## config.mk

```make
export PLATFORM = sky130hd
export DESIGN_NAME = cdc_sync_filter
export DESIGN_NICKNAME = d
export VERILOG_FILES = /design/src/rtl/cdc_glitch_filter.sv /design/src/rtl/cdc_sync_filter.sv
export SDC_FILE = /design/constraint.sdc
export NUM_CORES = 1
export LEC_CHECK = 0
export BUFFER_PORTS_ARGS = -buffer_cell sky130_fd_sc_hd__buf_2
export CAP_MARGIN = 20
export CELL_PAD_IN_SITES_DETAIL_PLACEMENT = 1
export CELL_PAD_IN_SITES_GLOBAL_PLACEMENT = 2
export CORE_ASPECT_RATIO = 1.75
export CORE_UTILIZATION = 34
export DETAILED_ROUTE_END_ITERATION = 6
export GPL_ROUTABILITY_DRIVEN = 0
export HOLD_SLACK_MARGIN = 0.03
export PLACE_DENSITY_LB_ADDON = 0.1
export SYNTH_ARGS = -nofsm -noshare
export SYNTH_HDL_FRONTEND = slang
export SYNTH_SLANG_ARGS = --single-unit
```

## constraint.sdc

```tcl
create_clock -name clk -period 2 [get_ports clk]
set_clock_uncertainty 0.05 [all_clocks]
set_input_delay 0.2 -clock clk [delete_from_list [all_inputs] [get_ports clk]]
set_output_delay 0.2 -clock clk [all_outputs]
set_load 0.01 [all_outputs]
```

## src/rtl/cdc_glitch_filter.sv

```systemverilog
`default_nettype none
// ============================================================================
// Module      : cdc_glitch_filter
// Description : Single-channel consecutive-sample glitch filter. The level
//               changes only after FILTER_CNT consecutive samples that differ
//               from it. A bypass input, or FILTER_CNT of 0, makes the level
//               follow the sample directly. Registered one-cycle rise and fall
//               pulses mark every level change.
// Revision    : 1.0 - initial release
// ============================================================================
module cdc_glitch_filter #(
    parameter int   FILTER_CNT = 4,
    parameter logic RESET_VAL  = 1'b0
) (
    input  logic clk,
    input  logic reset,
    input  logic i_sample,
    input  logic i_bypass,
    output logic o_level,
    output logic o_rise,
    output logic o_fall,
    output logic o_event_nxt
);

    localparam int C_CNT_W = (FILTER_CNT < 1) ? 1 : $clog2(FILTER_CNT + 1);
    localparam logic [C_CNT_W-1:0] C_CNT_LAST =
        C_CNT_W'((FILTER_CNT > 0) ? (FILTER_CNT - 1) : 0);
    localparam logic C_NO_FILTER = (FILTER_CNT == 0);

    logic [C_CNT_W-1:0] r_cnt;
    logic               r_level;
    logic               r_rise;
    logic               r_fall;

    logic [C_CNT_W-1:0] w_cnt_nxt;
    logic               w_level_nxt;
    logic               w_rise_nxt;
    logic               w_fall_nxt;
    logic               w_bypass;

    assign w_bypass = C_NO_FILTER | i_bypass;

    // Next level and counter: bypass follows the sample and drops any count;
    // otherwise a differing sample advances the count and the last one commits.
    always_comb begin
        w_cnt_nxt   = r_cnt;
        w_level_nxt = r_level;
        if (w_bypass) begin
            w_cnt_nxt   = '0;
            w_level_nxt = i_sample;
        end else if (i_sample == r_level) begin
            w_cnt_nxt = '0;
        end else if (r_cnt == C_CNT_LAST) begin
            w_cnt_nxt   = '0;
            w_level_nxt = i_sample;
        end else begin
            w_cnt_nxt = r_cnt + 1'b1;
        end
        w_rise_nxt = w_level_nxt & ~r_level;
        w_fall_nxt = ~w_level_nxt & r_level;
    end

    // State registers; pulses are registered alongside the level they describe.
    always_ff @(posedge clk) begin
        if (reset) begin
            r_cnt   <= '0;
            r_level <= RESET_VAL;
            r_rise  <= 1'b0;
            r_fall  <= 1'b0;
        end else begin
            r_cnt   <= w_cnt_nxt;
            r_level <= w_level_nxt;
            r_rise  <= w_rise_nxt;
            r_fall  <= w_fall_nxt;
        end
    end

    assign o_level     = r_level;
    assign o_rise      = r_rise;
    assign o_fall      = r_fall;
    // Unregistered pulse request, so the top can register o_change in the
    // same cycle as the per-channel pulses.
    assign o_event_nxt = (w_rise_nxt | w_fall_nxt) & ~reset;

endmodule
`default_nettype wire

```

## src/rtl/cdc_sync_filter.sv

```systemverilog
`default_nettype none
// ============================================================================
// Module      : cdc_sync_filter
// Description : Multi-channel asynchronous-input conditioner. Each channel is
//               a NUM_SYNC-stage synchronizer followed by a glitch filter,
//               giving a filtered level plus rise/fall pulses in clk domain.
//               Channels are independent; not for multi-bit buses.
// Revision    : 1.0 - initial release
// ============================================================================
module cdc_sync_filter #(
    parameter int                NUM_CH     = 4,
    parameter int                NUM_SYNC   = 2,
    parameter int                FILTER_CNT = 4,
    parameter logic [NUM_CH-1:0] RESET_VAL  = '0
) (
    input  logic              clk,
    input  logic              reset,
    input  logic [NUM_CH-1:0] i_async,
    input  logic [NUM_CH-1:0] i_bypass,
    output logic [NUM_CH-1:0] o_level,
    output logic [NUM_CH-1:0] o_rise,
    output logic [NUM_CH-1:0] o_fall,
    output logic              o_change
);

    // Depth is clamped to 2..4 stages.
    localparam int C_SYNC_DEPTH = (NUM_SYNC < 2) ? 2 :
                                  (NUM_SYNC > 4) ? 4 : NUM_SYNC;

    (* ASYNC_REG = "TRUE" *)
    (* dont_touch = "true" *)
    (* preserve *)
    (* altera_attribute = "-name SYNCHRONIZER_IDENTIFICATION FORCED" *)
    logic [NUM_CH-1:0] r_sync [C_SYNC_DEPTH];

    logic [NUM_CH-1:0] w_sync_out;
    logic [NUM_CH-1:0] w_event_nxt;
    logic              r_change;

    // Synchronizer chain: plain flop-to-flop, no logic between stages.
    always_ff @(posedge clk) begin
        if (reset) begin
            for (int k = 0; k < C_SYNC_DEPTH; k++) begin
                r_sync[k] <= RESET_VAL;
            end
        end else begin
            r_sync[0] <= i_async;
            for (int k = 1; k < C_SYNC_DEPTH; k++) begin
                r_sync[k] <= r_sync[k-1];
            end
        end
    end

    assign w_sync_out = r_sync[C_SYNC_DEPTH-1];

    generate
        for (genvar ch = 0; ch < NUM_CH; ch++) begin : g_ch
            cdc_glitch_filter #(
                .FILTER_CNT (FILTER_CNT),
                .RESET_VAL  (RESET_VAL[ch])
            ) u_filter (
                .clk         (clk),
                .reset       (reset),
                .i_sample    (w_sync_out[ch]),
                .i_bypass    (i_bypass[ch]),
                .o_level     (o_level[ch]),
                .o_rise      (o_rise[ch]),
                .o_fall      (o_fall[ch]),
                .o_event_nxt (w_event_nxt[ch])
            );
        end
    endgenerate

    // Any-channel change flag, aligned with the per-channel pulse registers.
    always_ff @(posedge clk) begin
        if (reset) begin
            r_change <= 1'b0;
        end else begin
            r_change <= |w_event_nxt;
        end
    end

    assign o_change = r_change;

endmodule
`default_nettype wire

```

After elaboration in Yosys (flattened, before gate mapping)

Memory sizes are Yosys's and may differ from the RTL's.
Cells that the tools add are included.

Bits of input ports: 10
Register bits after elaboration: 25
Memories: 1
RAM bits: 8
Logic and storage cells: 79
Output and inout bits: 13

Bitwise operators: 27
Eq/ne operators: 8
Reduce and logical (&&, ||, !) cells: 5
Mux-type cells: 17
Add/sub/neg operators: 4

Memory list:

| name   | depth | width | read ports | clocked after memory_dff | write ports | line                  | text |
|---|---|---|---|---|---|---|---|
| r_sync | 2     | 4     | 2          | 0                        | 2           | cdc_sync_filter.sv:34 | `logic [NUM_CH-1:0] r_sync [C_SYNC_DEPTH];` |

Operators by type and width:

| cell                  | count |
|---|---|
| $reduce_or A4 Y1      | 5 |
| $mux W1               | 15 |
| $add A3 B1 Y3 const B | 4 |
| $and A1 B1 Y1         | 12 |
| $eq A3 B2 Y1 const B  | 4 |
| $not A1 Y1            | 9 |
| $mux W4               | 2 |
| $or A1 B1 Y1          | 6 |
| $eq A1 B1 Y1          | 4 |

Longest topological paths before layout

Depth after elaboration: 9
Gate-level depth with buffers: 6
Mapped depth without buffers: 6

By module

Synthesis repeated with hierarchy kept, for this count alone.

Cell total of the unflattened synthesis: 111
Area, all modules: 1217.4 um2

By module, submodules not included:

| module            | area an instance (um2) | cells each | seq. area each (um2) | times used |
|---|---|---|---|---|
| cdc_glitch_filter | 242.7                  | 23         | 120.1                | 4 |
| cdc_sync_filter   | 246.5                  | 19         | 180.2                | 1 |

Worst setup path after synthesis

No wires, ideal clock.

Kind: reg2reg
Start: register g_ch[3].u_filter.r_cnt[0]
End: register g_ch[3].u_filter.r_fall
Library setup time: 0.128 ns
Path slack: 0.323 ns
Path buffers: 0
Arrival time: 1.499 ns
Cell stages (with the launch flop): 7
Period minus slack after synthesis: 1.677 ns
Required time: 1.822 ns
Cell sequence: dfxtp_1 > ha_1 > ha_1 > or3b_1 > and2_1 > ha_1 > nor2b_1

Longest elaborated chain between the ends: 6

RTL lines:

| element                               | line                    | text |
|---|---|---|
| from (decl)                           | cdc_glitch_filter.sv:30 | `logic [C_CNT_W-1:0] r_cnt;` |
| from (signal assigned)                | cdc_glitch_filter.sv:71 | `r_cnt <= w_cnt_nxt;` |
| $eq A3 B2 Y1                          | cdc_glitch_filter.sv:53 | `end else if (r_cnt == C_CNT_LAST) begin` |
| $mux W1                               | cdc_glitch_filter.sv:53 |  |
| $mux W1                               | cdc_glitch_filter.sv:51 | `end else if (i_sample == r_level) begin` |
| $mux W1                               | cdc_glitch_filter.sv:48 | `if (w_bypass) begin` |
| $not A1 Y1                            | cdc_glitch_filter.sv:60 | `w_fall_nxt = ~w_level_nxt & r_level;` |
| $and A1 B1 Y1                         | cdc_glitch_filter.sv:60 |  |
| named net g_ch[3].u_filter.w_fall_nxt | cdc_glitch_filter.sv:38 | `logic w_fall_nxt;` |
| to (signal assigned)                  | cdc_glitch_filter.sv:74 | `r_fall <= w_fall_nxt;` |
| to (decl)                             | cdc_glitch_filter.sv:33 | `logic r_fall;` |

The timed path passes the listed nets, and every way through them passes these cells.
A chain may end at the register's enable or synchronous reset.

Final worst setup path

Start: register g_ch[3].u_filter.r_cnt[0]
End: register r_change, in the netlist o_change

Longest elaborated chain between the ends: 9
Elaborated cells between the ends (all ways): 10
Those cells by class: eq/ne: 1; mux: 3; bitwise: 5; reduce/logical: 1

RTL lines:

| element                                | line                    | text |
|---|---|---|
| $eq A3 B2 Y1 *                         | cdc_glitch_filter.sv:53 |  |
| $mux W1 *                              | cdc_glitch_filter.sv:53 |  |
| $mux W1 *                              | cdc_glitch_filter.sv:51 |  |
| $mux W1 *                              | cdc_glitch_filter.sv:48 |  |
| named net g_ch[3].u_filter.w_level_nxt | cdc_glitch_filter.sv:36 | `logic w_level_nxt;` |
| $not A1 Y1                             | cdc_glitch_filter.sv:60 |  |
| $and A1 B1 Y1                          | cdc_glitch_filter.sv:60 |  |
| $or A1 B1 Y1 *                         | cdc_glitch_filter.sv:83 | `assign o_event_nxt = (w_rise_nxt \| w_fall_nxt) & ~reset;` |
| $and A1 B1 Y1 *                        | cdc_glitch_filter.sv:83 |  |
| $reduce_or A4 Y1 *                     | cdc_sync_filter.sv:79   | `r_change <= \|w_event_nxt;` |
| to (signal assigned)                   | cdc_sync_filter.sv:79   |  |
| to (decl)                              | cdc_sync_filter.sv:38   | `logic r_change;` |

The timed path passes the listed nets; every way through them passes the cells marked *.

==> flow_summary_export.csv <==
group,metric,value,unit
power_and_ir_drop,clkPwrFrac,38.5,%
floorplanning,fp.coreArea,3870,um2
worst_setup_path,cp-end-kind,"flip-flop",
timing,tightest_slew,0.538,ns
yosys,syn_nets,155,
layout,fillers,471,
routing,routed_wirelength,2230,um
worst_setup_path,criticalPathCategory,"reg -> reg",
yosys,synth_area_per_cell,10.6,um2
power_and_ir_drop,ir_worst_vdd,0.422,mV
global_route,grt_max_degree,32,
layout,nets,169,
global_route,antenna_found_initial,0,
timing,relSlewSlack,64.1,%
power_and_ir_drop,p_switching,0.267,mW
floorplanning,dieWidth,50.1,um
power_and_ir_drop,sw_frac_of_total,21.9,%
global_route,grt_use_total,11.6,%
cts,cts_made_buffers,5,
cts,clkSinkCount,33,
worst_setup_path,startpoint_type,"flip-flop",
routing,dr.pass1.iters,2,
worst_setup_path,reg2reg_to,"o_change",
worst_setup_path,path_max_fanout,5,
floorplanning,fp.dieH,86.1,um
worst_setup_path,endpoint,"o_change",
yosys,synthTopCellsByArea,"dfxtp_1 (48%), ha_1 (15%), nor2b_1 (7.3%), buf_4 (6.6%), nor4b_1 (4.5%)",
timing,finalMaxSlewViolations,0,
global_route,grt_pass1_vias,862,
global_route,gr-total-overflow,0,
timing,setup_violations,0,
power_and_ir_drop,p_int,0.954,mW
routing,wl_per_cell,11.6,um
timing,fin_setup_tns,0,ns
timing,rsz0062_at_grt,"false",
routing,drt-initial-drc-count,5,
layout,area_growth_syn_to_layout,10.7,%
yosys,netlist_instances,129,
cts,post_cts_buffers,0,
worst_setup_path,crit_arrival,1.96,ns
layout,final_cell_mix,"dfxtp_1 (33), buf_2 (22), nor2b_1 (16), ha_1 (16), inv_1 (8)",
cts,path_clk_slew,0.07,ns
layout,final_common_cell,"dfxtp_1",
routing,drcViolationCount,0,
worst_setup_path,reg2reg_from,"g_ch[3].u_filter.r_cnt[0]",
place,place_area,1440,um2
yosys,syn-cell-area,1370,um2
layout,drive_gt1_share,18.8,%
layout,finalCoreUtilization,39.4,%
routing,vias_per_cell,4.68,
layout,design_area,1520,um2
cts,clock_path_buffers,2,
floorplanning,dieArea,4310,um2
cts,cts-root-buf,"clkbuf_8",
worst_setup_path,r2r_slack,0.18,ns
place,pre_cts_slack,0.194,ns
power_and_ir_drop,power_density,803,nW/um2
floorplanning,start_util,35.5,%
routing,drtAntennaViolNets,0,
job,max_cap_violations,0,
yosys,synth_top_area_share,48.1,%
timing,fin_ws,0.183,ns
yosys,synth_top_area_cell,"dfxtp_1",
yosys,yosys_warnings,0,
cts,post_cts_resized,0,
worst_setup_path,startpoint,"g_ch[3].u_filter.r_cnt[0]",
worst_setup_path,r2r_cells,6,
place,dp_hpwl,1640,um
timing,layout_min_cycle_time,1.82,ns
floorplanning,ios,23,
routing,num_vias,898,
timing,fmax,550,MHz
power_and_ir_drop,combPwrFrac,5.7,%
hold_path,hp-class,"in -> reg",
global_route,grt_pass1_wl,3560,um
cts,cts_hold_buffers,0,
yosys,synth_cell_type_count,19,
power_and_ir_drop,p_leak,0.650,nW
cts,cts_tree,"built",
power_and_ir_drop,power_frac_seq,55.8,%
timing,holdWs,0.0826,ns
timing,fin_crit_sh,90.9,%
yosys,synth_seq_cells,33,
layout,diodes,0,
cts,cts_max_level,2,
floorplanning,fp-row-count,30,
worst_setup_path,required,2.15,ns
yosys,synth_seq_area_share,48.1,%
outcome,status,"finished clean",
place,port_buffers,22,
timing,hold_viol,0,
cts,clock_insertion_delay_worst_skew,0.28,ns
[stage by stage]
step,instances,total power [mW]
final,192,1.22
after global routing,192,1.29
after CTS,192,1.25
after detailed placement,184,0.768
after global placement,184,0.764
after floorplan,129,0.746
[cells in the mapped netlist]
library cell and instances:
a21oi_1 4, a41oi_1 1, and2_1 4, buf_2 1, buf_4 12, clkbuf_1 2
dfxtp_1 33, ha_1 16, inv_1 8, nand2_1 4, nor2_1 3, nor2b_1 16
nor4_1 2, nor4b_1 7, nor4bb_1 3, o21ai_0 4, or2_1 1, or3b_1 4
xnor2_1 4
[registers in the layout, summed over array words and instances (netlist names)]
register and count:
g_ch.u_filter.o_fall 4, g_ch.u_filter.o_level 4, g_ch.u_filter.o_rise 4, g_ch.u_filter.r_cnt 12, o_change 1, r_sync 8
[worst max-delay path, cell delays in order, from the launching register on]
cell     delay [ns]
dfxtp_1        0.32
ha_1           0.20
ha_1           0.24
or3b_1         0.40
nand2_1        0.09
ha_1           0.22
a41oi_1        0.20
[worst min-delay path by stage]
stage / from / end / slack (ns) / depth (start not counted)
after floorplan: i_async[0] / r_sync[0][0] / 0.28 / 1
after CTS: i_async[2] / r_sync[0][2] / 0.07 / 2
after global routing: i_async[1] / r_sync[0][1] / 0.08 / 2
after global placement: g_ch[3].u_filter.r_cnt[0] / g_ch[3].u_filter.r_cnt[0] / 0.36 / 1
after detailed placement: i_async[2] / r_sync[0][2] / 0.37 / 2
final: i_async[2] / r_sync[0][2] / 0.08 / 2
[logic make-up after synthesis]
| logic type | share of synthesized area [%] |
|---|---|
| buf+inv | 9.65 |
| compound gates | 3.55 |
| fa+ha+maj | 14.6 |
| simple gates | 21.6 |
| xor+xnor | 2.55 |
| flops | 48.1 |
[metal layers]
| metal | part of all wire, % | up-vias | track usage [%] |
|---|---|---|---|
| li1 | - | 442 | - |
| met2 | 52 | 20 | 20.2 |
| met3 | 5.1 | 7 | 4.96 |
| met1 | 40 | 429 | 10.3 |
| met4 | 3.0 | 0 | 8.57 |
| met5 | 0 | - | 0 |
[power groups by stage]
| stage | sequential, mW | clock [mW] | combinational, mW |
|---|---|---|---|
| 5_1_grt | 0.683 | 0.525 | 0.0775 |
| 4_1_cts | 0.682 | 0.496 | 0.0720 |
| 3_5_place_dp | 0.697 | 0 | 0.0715 |
| 6_report | 0.682 | 0.470 | 0.0695 |
| 3_3_place_gp | 0.696 | 0 | 0.0683 |
| 2_1_floorplan | 0.696 | 0 | 0.0503 |
[cell type report]
class	instances	area, um2	area share (%)
sequential	33	661	43.4
multi-input combinational	73	581	38.2
timing repair buffer	22	110	7.24
clock buffer	8	80.1	5.26
tap	48	60.1	3.95
inverter	8	30.0	1.97
No activity file was read; power rests on OpenSTA's default activity.
